==> config.mk <==
export PLATFORM = sky130hd
export DESIGN_NAME = kogge_stone_pipe
export DESIGN_NICKNAME = d
export VERILOG_FILES = /design/src/rtl/kogge_stone_pipe.sv
export SDC_FILE = /design/constraint.sdc
export NUM_CORES = 1
export LEC_CHECK = 0
export CORE_ASPECT_RATIO = 0.7
export CORE_MARGIN = 2
export CORE_UTILIZATION = 25
export DETAILED_ROUTE_END_ITERATION = 8
export GPL_TIMING_DRIVEN = 0
export PLACE_DENSITY = 0.37
export SYNTH_ARGS = -nofsm -noshare
export SYNTH_HDL_FRONTEND = slang
export SYNTH_SLANG_ARGS = --single-unit
==> constraint.sdc <==
create_clock -name clk -period 18.7 [get_ports clk]
set_input_delay 5.61 -clock clk [delete_from_list [all_inputs] [get_ports clk]]
set_output_delay 5.61 -clock clk [all_outputs]
set_load 0.05 [all_outputs]
==> src/rtl/kogge_stone_pipe.sv <==
// Pipelined Kogge-Stone adder with an optional lower-part-OR approximation.
// One prefix level per register stage; a single global stall holds every stage.
module kogge_stone_pipe #(
  parameter int WIDTH      = 16,
  parameter int APPROX_MAX = 8,
  parameter int KW         = $clog2(APPROX_MAX + 1)
) (
  input  logic             clk,
  input  logic             rst,
  input  logic             in_valid,
  output logic             in_ready,
  input  logic [WIDTH-1:0] a,
  input  logic [WIDTH-1:0] b,
  input  logic             cin,
  input  logic [KW-1:0]    approx_k,
  output logic             out_valid,
  input  logic             out_ready,
  output logic [WIDTH-1:0] sum,
  output logic             cout,
  output logic [31:0]      op_count
);

  localparam int LOG = $clog2(WIDTH);

  // Stage s in 0..LOG holds operands and prefix state; stage LOG+1 holds the result.
  logic [LOG+1:0]   r_valid;
  logic [WIDTH-1:0] r_a [0:LOG];
  logic [WIDTH-1:0] r_b [0:LOG];
  logic [WIDTH-1:0] r_g [0:LOG];
  logic [WIDTH-1:0] r_p [0:LOG];
  logic [KW-1:0]    r_k [0:LOG];
  logic [LOG:0]     r_cin;
  logic [WIDTH-1:0] r_sum;
  logic             r_cout;
  logic [31:0]      r_op_count;

  logic             w_adv;
  logic [KW-1:0]    w_k0;
  logic [WIDTH-1:0] w_lo0;
  logic [WIDTH-1:0] w_g0;
  logic [WIDTH-1:0] w_p0;
  logic             w_cin0;
  logic [WIDTH-1:0] w_gl [1:LOG];
  logic [WIDTH-1:0] w_pl [1:LOG];
  logic [WIDTH-1:0] w_lo_f;
  logic [WIDTH-1:0] w_cvec;
  logic [WIDTH-1:0] w_carry;
  logic [WIDTH-1:0] w_sum;
  logic             w_cout;

  assign w_adv     = !(r_valid[LOG+1] && !out_ready);
  assign in_ready  = !rst && w_adv;
  assign out_valid = r_valid[LOG+1];
  assign sum       = r_sum;
  assign cout      = r_cout;
  assign op_count  = r_op_count;

  // Approximated bits are neutralised in the prefix tree; only bit k-1 may
  // generate, which becomes the carry into bit k. cin is dropped when k>0.
  assign w_k0   = (approx_k > KW'(APPROX_MAX)) ? KW'(APPROX_MAX) : approx_k;
  assign w_lo0  = (WIDTH'(1) << w_k0) - WIDTH'(1);
  assign w_p0   = (a ^ b) & ~w_lo0;
  assign w_g0   = (a & b) & ~(w_lo0 >> 1);
  assign w_cin0 = (w_k0 == '0) ? cin : 1'b0;

  genvar gi, gj;
  generate
    for (gi = 1; gi <= LOG; gi++) begin : g_level
      localparam int SPAN = 1 << (gi - 1);
      logic [WIDTH-1:0] w_g;
      logic [WIDTH-1:0] w_p;
      for (gj = 0; gj < WIDTH; gj++) begin : g_bit
        if (gj < SPAN) begin : g_pass
          assign w_g[gj] = r_g[gi-1][gj];
          assign w_p[gj] = r_p[gi-1][gj];
        end else begin : g_merge
          assign w_g[gj] = r_g[gi-1][gj] | (r_p[gi-1][gj] & r_g[gi-1][gj-SPAN]);
          assign w_p[gj] = r_p[gi-1][gj] & r_p[gi-1][gj-SPAN];
        end
      end
      assign w_gl[gi] = w_g;
      assign w_pl[gi] = w_p;
    end
  endgenerate

  // Group G/P at the last prefix level span bits [i:0]; fold in cin for carries.
  assign w_lo_f  = (WIDTH'(1) << r_k[LOG]) - WIDTH'(1);
  assign w_cvec  = r_g[LOG] | (r_p[LOG] & {WIDTH{r_cin[LOG]}});
  assign w_carry = {w_cvec[WIDTH-2:0], r_cin[LOG]};
  assign w_sum   = (w_lo_f & (r_a[LOG] | r_b[LOG]))
                 | (~w_lo_f & (r_a[LOG] ^ r_b[LOG] ^ w_carry));
  assign w_cout  = w_cvec[WIDTH-1];

  always_ff @(posedge clk) begin
    if (w_adv) begin
      r_a[0]   <= a;
      r_b[0]   <= b;
      r_k[0]   <= w_k0;
      r_cin[0] <= w_cin0;
      r_g[0]   <= w_g0;
      r_p[0]   <= w_p0;
      for (int s = 1; s <= LOG; s++) begin
        r_a[s]   <= r_a[s-1];
        r_b[s]   <= r_b[s-1];
        r_k[s]   <= r_k[s-1];
        r_cin[s] <= r_cin[s-1];
        r_g[s]   <= w_gl[s];
        r_p[s]   <= w_pl[s];
      end
    end
  end

  always_ff @(posedge clk) begin
    if (rst) begin
      r_valid <= '0;
      r_sum   <= '0;
      r_cout  <= 1'b0;
    end else if (w_adv) begin
      r_valid <= {r_valid[LOG:0], in_valid};
      r_sum   <= w_sum;
      r_cout  <= w_cout;
    end
  end

  always_ff @(posedge clk) begin
    if (rst) begin
      r_op_count <= '0;
    end else if (r_valid[LOG+1] && out_ready) begin
      r_op_count <= r_op_count + 32'd1;
    end
  end

endmodule

==> results of run 1 <==
==> power by group <==
group | switching [W] | internal (W)
clock network | 0.000349 | 0.000465
registers | 0.0000228 | 0.00102
logic | 0.0000619 | 0.0000461
==> per-stage QoR <==
stage / TNS, ps / hold slack (ps) / cell area, um^2 / cells
global placement: -1029130 / 401.3 / 16780 / 1823
detailed placement: 0 / 404.5 / 16920 / 1828
finish: 0 / 409.9 / 18240 / 1906
floorplan: 0 / 400.3 / 14880 / 935
CTS: 0 / 405.1 / 18240 / 1906
global route: 0 / 417.2 / 18240 / 1906
==> final timing paths <==
path	startpoint	endpoint	slack (ps)	depth (start not counted)
worst max register to register	r_k[0][19]	sum[14]	15500	9
worst max-delay path	rst	in_ready	5280	5
worst min register to register	r_b[0][63]	r_b[0][79]	410	0
worst min-delay path	r_b[0][63]	r_b[0][79]	410	0
==> critical path: stages <==
cell             delay (ps)
clkdlybuf4s50_1         560
clkbuf_1                390
clkbuf_1                430
nor2_1                  100
clkdlybuf4s50_1         720
==> state kept, by name, indices dropped and copies added (netlist names), 5 cells and up <==
signal,cells
r_a,80
r_b,80
r_g,80
r_p,80
op_count,32
r_k,20
sum,16
r_valid,6
r_cin,5
==> cell families after synthesis <==
logic type / Yosys count
muxes: 7
and+or+nand+nor: 223
adders and majority gates: 35
DFF: 400
buffers and inverters: 86
AOI/OAI and AO/OA: 156
xor gates and xnor gates: 28
==> placed cells by master (no fill, tap or decap), types with 4 or more instances in the layout <==
cell             synthesis  final
a211oi_1                 8      8
buf_2                    5      5
o21bai_1                 4      4
edfxtp_1               345    345
nand3_1                 11     11
clkbuf_16                0     45
nand2_1                 30     30
o31ai_1                 17     17
nor3_1                  12     12
clkinv_1                 1     14
inv_1                   40     40
xor2_1                  14     14
clkdlybuf4s50_1          0     90
a21o_1                  50     50
buf_16                   0      5
a311oi_1                 4      4
nor2_1                  37     37
or4_1                   18     18
nor2b_1                 12     12
nand4_1                 11     11
mux2_2                   6      6
and4_1                   7      7
and2_1                  65     65
clkbuf_1                38     46
o21ai_0                 13     13
ha_1                    35     35
dfxtp_1                 55     55
clkinv_2                 0      6
a21oi_1                 51     51
xnor2_1                 14     14
==> Yosys cell counts (all sizes together), types with 2 or more instances <==
library cell  number  share of area
edfxtp           345           0.70
and2              65          0.027
dfxtp             55          0.074
a21oi             51          0.017
a21o              50          0.025
inv               40          0.010
clkbuf            38         0.0096
nor2              37         0.0093
ha                35          0.029
nand2             30         0.0076
or4               18         0.0091
o31ai             17         0.0086
xnor2             14         0.0082
xor2              14         0.0082
o21ai             13         0.0044
nand4             12         0.0061
nor2b             12         0.0050
nor3              12         0.0040
nand3             11         0.0037
a211oi             8         0.0040
and4               7         0.0041
buf                7         0.0032
mux2               6         0.0045
a311oi             4         0.0024
o21bai             4         0.0020
nor3b              3         0.0015
nor4               3         0.0013
or3                3         0.0013
and3               2        0.00084
nand3b             2         0.0010
nor4b              2         0.0016
o2111a             2         0.0015
o21a               2         0.0010
==> area by class of cell <==
type / count / area [um^2]
well taps: 798 / 998.5
clock inverters: 24 / 161.4
repair buffers: 95 / 1039
fillers: 5804 / 40370
clock buffers: 54 / 1160
inverters: 41 / 153.9
multi-input cells: 449 / 3072
plain buffers: 45 / 193.9
flip-flops and latches: 400 / 11460
==> layer usage <==
layer / track usage / up-vias
met5: 0 / -
met4: 0.03483 / 0
met3: 0.02254 / 52
met2: 0.1414 / 124
met1: 0.1575 / 3730
li1: - / 3786
==> out/qor.yml, run 1 <==
status: "finished clean"
period_needed_ps: 13420
dr.first_iter.drc_count: 343
mappedNetlistArea_um2: 14880
cts_max_level: 2
yosysWarnings: 0
synth_cell_types: 47
ios: 92
fin_crit_sh: 0.7177
antenna_found_initial: 1
max-vdd-ir-drop_uv: 56.42
cts-root-buf: "clkbuf_16"
relSlewSlack: 0.3937
holdBufCountCts: 0
antennaDiodeCount: 0
synthSimpleGateAreaFrac: 0.08621
clk_latency_ps: 560
grt_max_degree: 67
post_drt_via_cell_ratio: 4.036
yosys.area_share.xor_xnor: 0.01648
synth-async-reset-ratio: 0
cts_sinks: 400
maxCapViolCount: 0
dieArea_um2: 61510
overflow: 0
hp-class: "reg2reg"
synth_compound_area_frac: 0.06913
die_w_um: 295.6
areaGrowthSynthToFinish_pct: 22.60
dr_wl_met3_mm: 1.373
avgSynthCellArea_um2: 15.91
skew_ps: 11.54
vias: 7692
clkSlewWorstSetupHoldPaths_ps: 60
cts_buffer_depth: 3
rsz0062_at_grt: "no"
antenna_left: 0
synth_mux_area_frac: 0.005214
dpl.hpwl_mm: 20.91
grt_pass1_vias: 7799
die_h_um: 208.1
synth_top_family_by_area: "simple AND/OR/NAND/NOR gates"
total_power_w: 0.001965
top_layer_used: "met4"
dp_slack_ps: 5229
cts_tree: "yes"
slew_viol_final: 0
ctsResizeCount: 0
ys.flop_type: "edfxtp_1"
cp_max_fo: 10
port_buffers: 90
crit_arrival_ps: 7810
wl_met1_mm: 16.62
synth_edf_count: 345
initial_utilization: 0.2538
tightest_slew_ps: 909.5
wl_met2_mm: 12.74
final_util: 0.3112
critPathKind: "in2out"
setup_viol: 0
globalRouteTotalUtil: 0.1029
cts_setup_buffers: 0
num_rows: 74
drc: 0
wl_per_cell_um: 16.52
dr.pass1.iters: 4
endpoint_kind: "output port"
routabilityCongestion: 0.7078
totalWireLength_mm: 31.49
finalHoldViolations: 0
ys_ff_latch: 400
critical_path_required_ps: 13090
p_per_area_nw_per_um2: 107.7
syn_inst: 935
synthesis.nets: 1011
startpoint_type: "input port"
clock.fmax_mhz: 74.51
setup_ws_ps: 5279
drive_gt1_frac: 0.07220
seq_area_frac_synth: 0.7704
grt_pass1_wl_mm: 48.11
power.leakage_nw: 7.016
nets: 1151
coreArea_um2: 58610
numCtsBuffers: 43
yosys.area_share.adder: 0.02944
Note: power is estimated with default switching activity, not from simulation.
==> run 2: changes to the inputs <==
--- a/config.mk
+++ b/config.mk
@@ -10,7 +10,7 @@
 export CORE_UTILIZATION = 25
 export DETAILED_ROUTE_END_ITERATION = 8
 export GPL_TIMING_DRIVEN = 0
-export PLACE_DENSITY = 0.37
+export PLACE_DENSITY = 0.39
 export SYNTH_ARGS = -nofsm -noshare
 export SYNTH_HDL_FRONTEND = slang
 export SYNTH_SLANG_ARGS = --single-unit
==> constraint.sdc (replaced) <==
create_clock -name clk -period 11.3 [get_ports clk]
set_input_delay 3.39 -clock clk [delete_from_list [all_inputs] [get_ports clk]]
set_output_delay 3.39 -clock clk [all_outputs]
set_load 0.05 [all_outputs]
==> run 2 against run 1 <==
- first-iteration DRC count is 24% higher
- clock skew is 9.7 ps higher
- setup slack worse by 3000 ps
- cell area hardly changed
- via count is 0.49% higher
- power is 68% higher
- non-clock buffer count is 2 lower
- critical path depth is 1 higher
- combinational power is 64% higher
- sequential share of layout area hardly changed
- wire length is 3.4% lower
- sequential power is 65% higher
- critical path type unchanged
==> out/qor.yml, run 2 (same netlist as run 1, synthesis figures left out) <==
areaGrowthSynthToFinish_pct: 22.67
power.leakage_nw: 7.028
use_met1: 0.1484
grt_max_degree: 113
pwr-share-clk: 0.423
ctsResizeCount: 0
grt_pass1_wl_mm: 46.50
drive_gt1_frac: 0.07246
relSlewSlack: 0.4978
initial_utilization: 0.2538
p_sw_frac: 0.2143
port_buffers: 90
slew_viol_final: 0
clk_latency_ps: 560
p_int_w: 0.002590
p_sw_w: 0.0007065
fin_crit_sh: 0.8023
crit_path_top_delay_cell: "clkdlybuf4s50_1"
cts_tree: "yes"
startpoint_type: "input port"
overflow: 0
maxCapViolCount: 0
num_rows: 74
combPwrFrac: 0.054
die_h_um: 208.1
crit_path_cell_trace: "clkdlybuf4s50_1, nor2b_1, buf_2, clkbuf_1, nor2_1, clkdlybuf4s50_1"
max-vdd-ir-drop_uv: 81.52
pwr-share-seq: 0.523
grt.busiest_layer: "met1"
gr-usage-met3: 0.02959
cts_setup_buffers: 0
crit_arrival_ps: 5680
tightest_slew_ps: 753.2
endpoint_kind: "output port"
dr.first_iter.drc_count: 424
final_util: 0.3114
antenna_found_initial: 3
status: "finished clean"
dieArea_um2: 61510
cp_max_fo: 10
grtUsageMet2: 0.1391
setup_ws_ps: 2234
final_common_cell: "edfxtp_1"
critical_path_required_ps: 7910
clock.fmax_mhz: 110.3
critPathKind: "in2out"
p_per_area_nw_per_um2: 180.6
grt_pass1_vias: 7745
dpl.hpwl_mm: 20.37
dr.pass1.iters: 5
path_common_cell: "clkdlybuf4s50_1"
dp_cells: 1826
numCtsBuffers: 43
stdcell_count: 1903
ios: 92
skew_ps: 21.23
register_area_um2: 11460
nets: 1149
total_power_w: 0.003296
cts_sinks: 400
cts-root-buf: "clkbuf_16"
cts_max_level: 2
dp_slack_ps: 2276
slowest_delay_ps: 730
cts_buffer_depth: 3
wl_per_cell_um: 15.98
hp-class: "reg2reg"
final_cell_mix: "345 x edfxtp_1, 90 x clkdlybuf4s50_1, 65 x and2_1, 55 x dfxtp_1, 51 x a21oi_1"
period_needed_ps: 9066
antenna_left: 0
finalHoldViolations: 0
num-fill-cells: 5828
crit_family: "buffers and inverters"
vias: 7730
drc: 0
multi_input_comb_area_um2: 3072
coreArea_um2: 58610
totalWireLength_mm: 30.41
rsz0062_at_grt: "no"
clkSlewWorstSetupHoldPaths_ps: 60
routabilityCongestion: 0.7302
post_drt_via_cell_ratio: 4.062
critical_path_buf_inv_count: 4
globalRouteTotalUtil: 0.09954
holdBufCountCts: 0
die_w_um: 295.6
setup_viol: 0
-- run 2: cell count changes in the layout (fill, tap and decap cells not counted), sizes merged --
cell / change
clkinvlp: -3
diode: +1
bufinv: +2
inv: +1
clkbuf: +4
buf: -2
clkinv: -6
-- run 2: worst paths after layout --
check / start / end / slack, ps / cells after the start
worst max-delay path: out_ready / in_ready / 2230 / 6
worst min-delay path: r_b[0][63] / r_b[0][79] / 410 / 0
worst max register to register: r_k[0][19] / sum[14] / 8150 / 9
worst min register to register: r_b[0][63] / r_b[0][79] / 410 / 0
-- run 2: area by class of cell --
type / count / share of cell area
flip-flops and latches: 400 / 0.6280
multi-input cells: 449 / 0.1683
clock buffers: 58 / 0.06493
well taps: 798 / 0.05471
repair buffers: 93 / 0.05389
plain buffers: 45 / 0.01097
clock inverters: 18 / 0.01063
inverters: 41 / 0.008433
diodes: 1 / 0.0001371
-- run 2: power groups by stage --
stage	Sequential (W)	Combinational [W]	Clock (W)
after global placement	0.00176	0.000180	0
final	0.00172	0.000177	0.00139
after detailed placement	0.00176	0.000179	0
after global routing	0.00174	0.000195	0.00151
after floorplan	0.00177	0.0000796	0
after CTS	0.00173	0.000181	0.00145
-- run 2: per-layer routing --
metal / vias to the layer above / share of wire / routed length, um
met3: 55 / 0.050 / 1530
met5: - / 0 / 0
met1: 3762 / 0.52 / 15740
li1: 3776 / - / -
met4: 0 / 0.019 / 580
met2: 137 / 0.41 / 12550
-- run 2: through the flow --
step | hold slack [ps] | cell area, um^2 | TNS (ps)
floorplan | 400.3 | 14880 | 0
global placement | 400.5 | 16780 | -95350
detailed placement | 404.5 | 16870 | 0
CTS | 403.4 | 18250 | 0
global route | 409.3 | 18250 | 0
finish | 405.7 | 18250 | 0
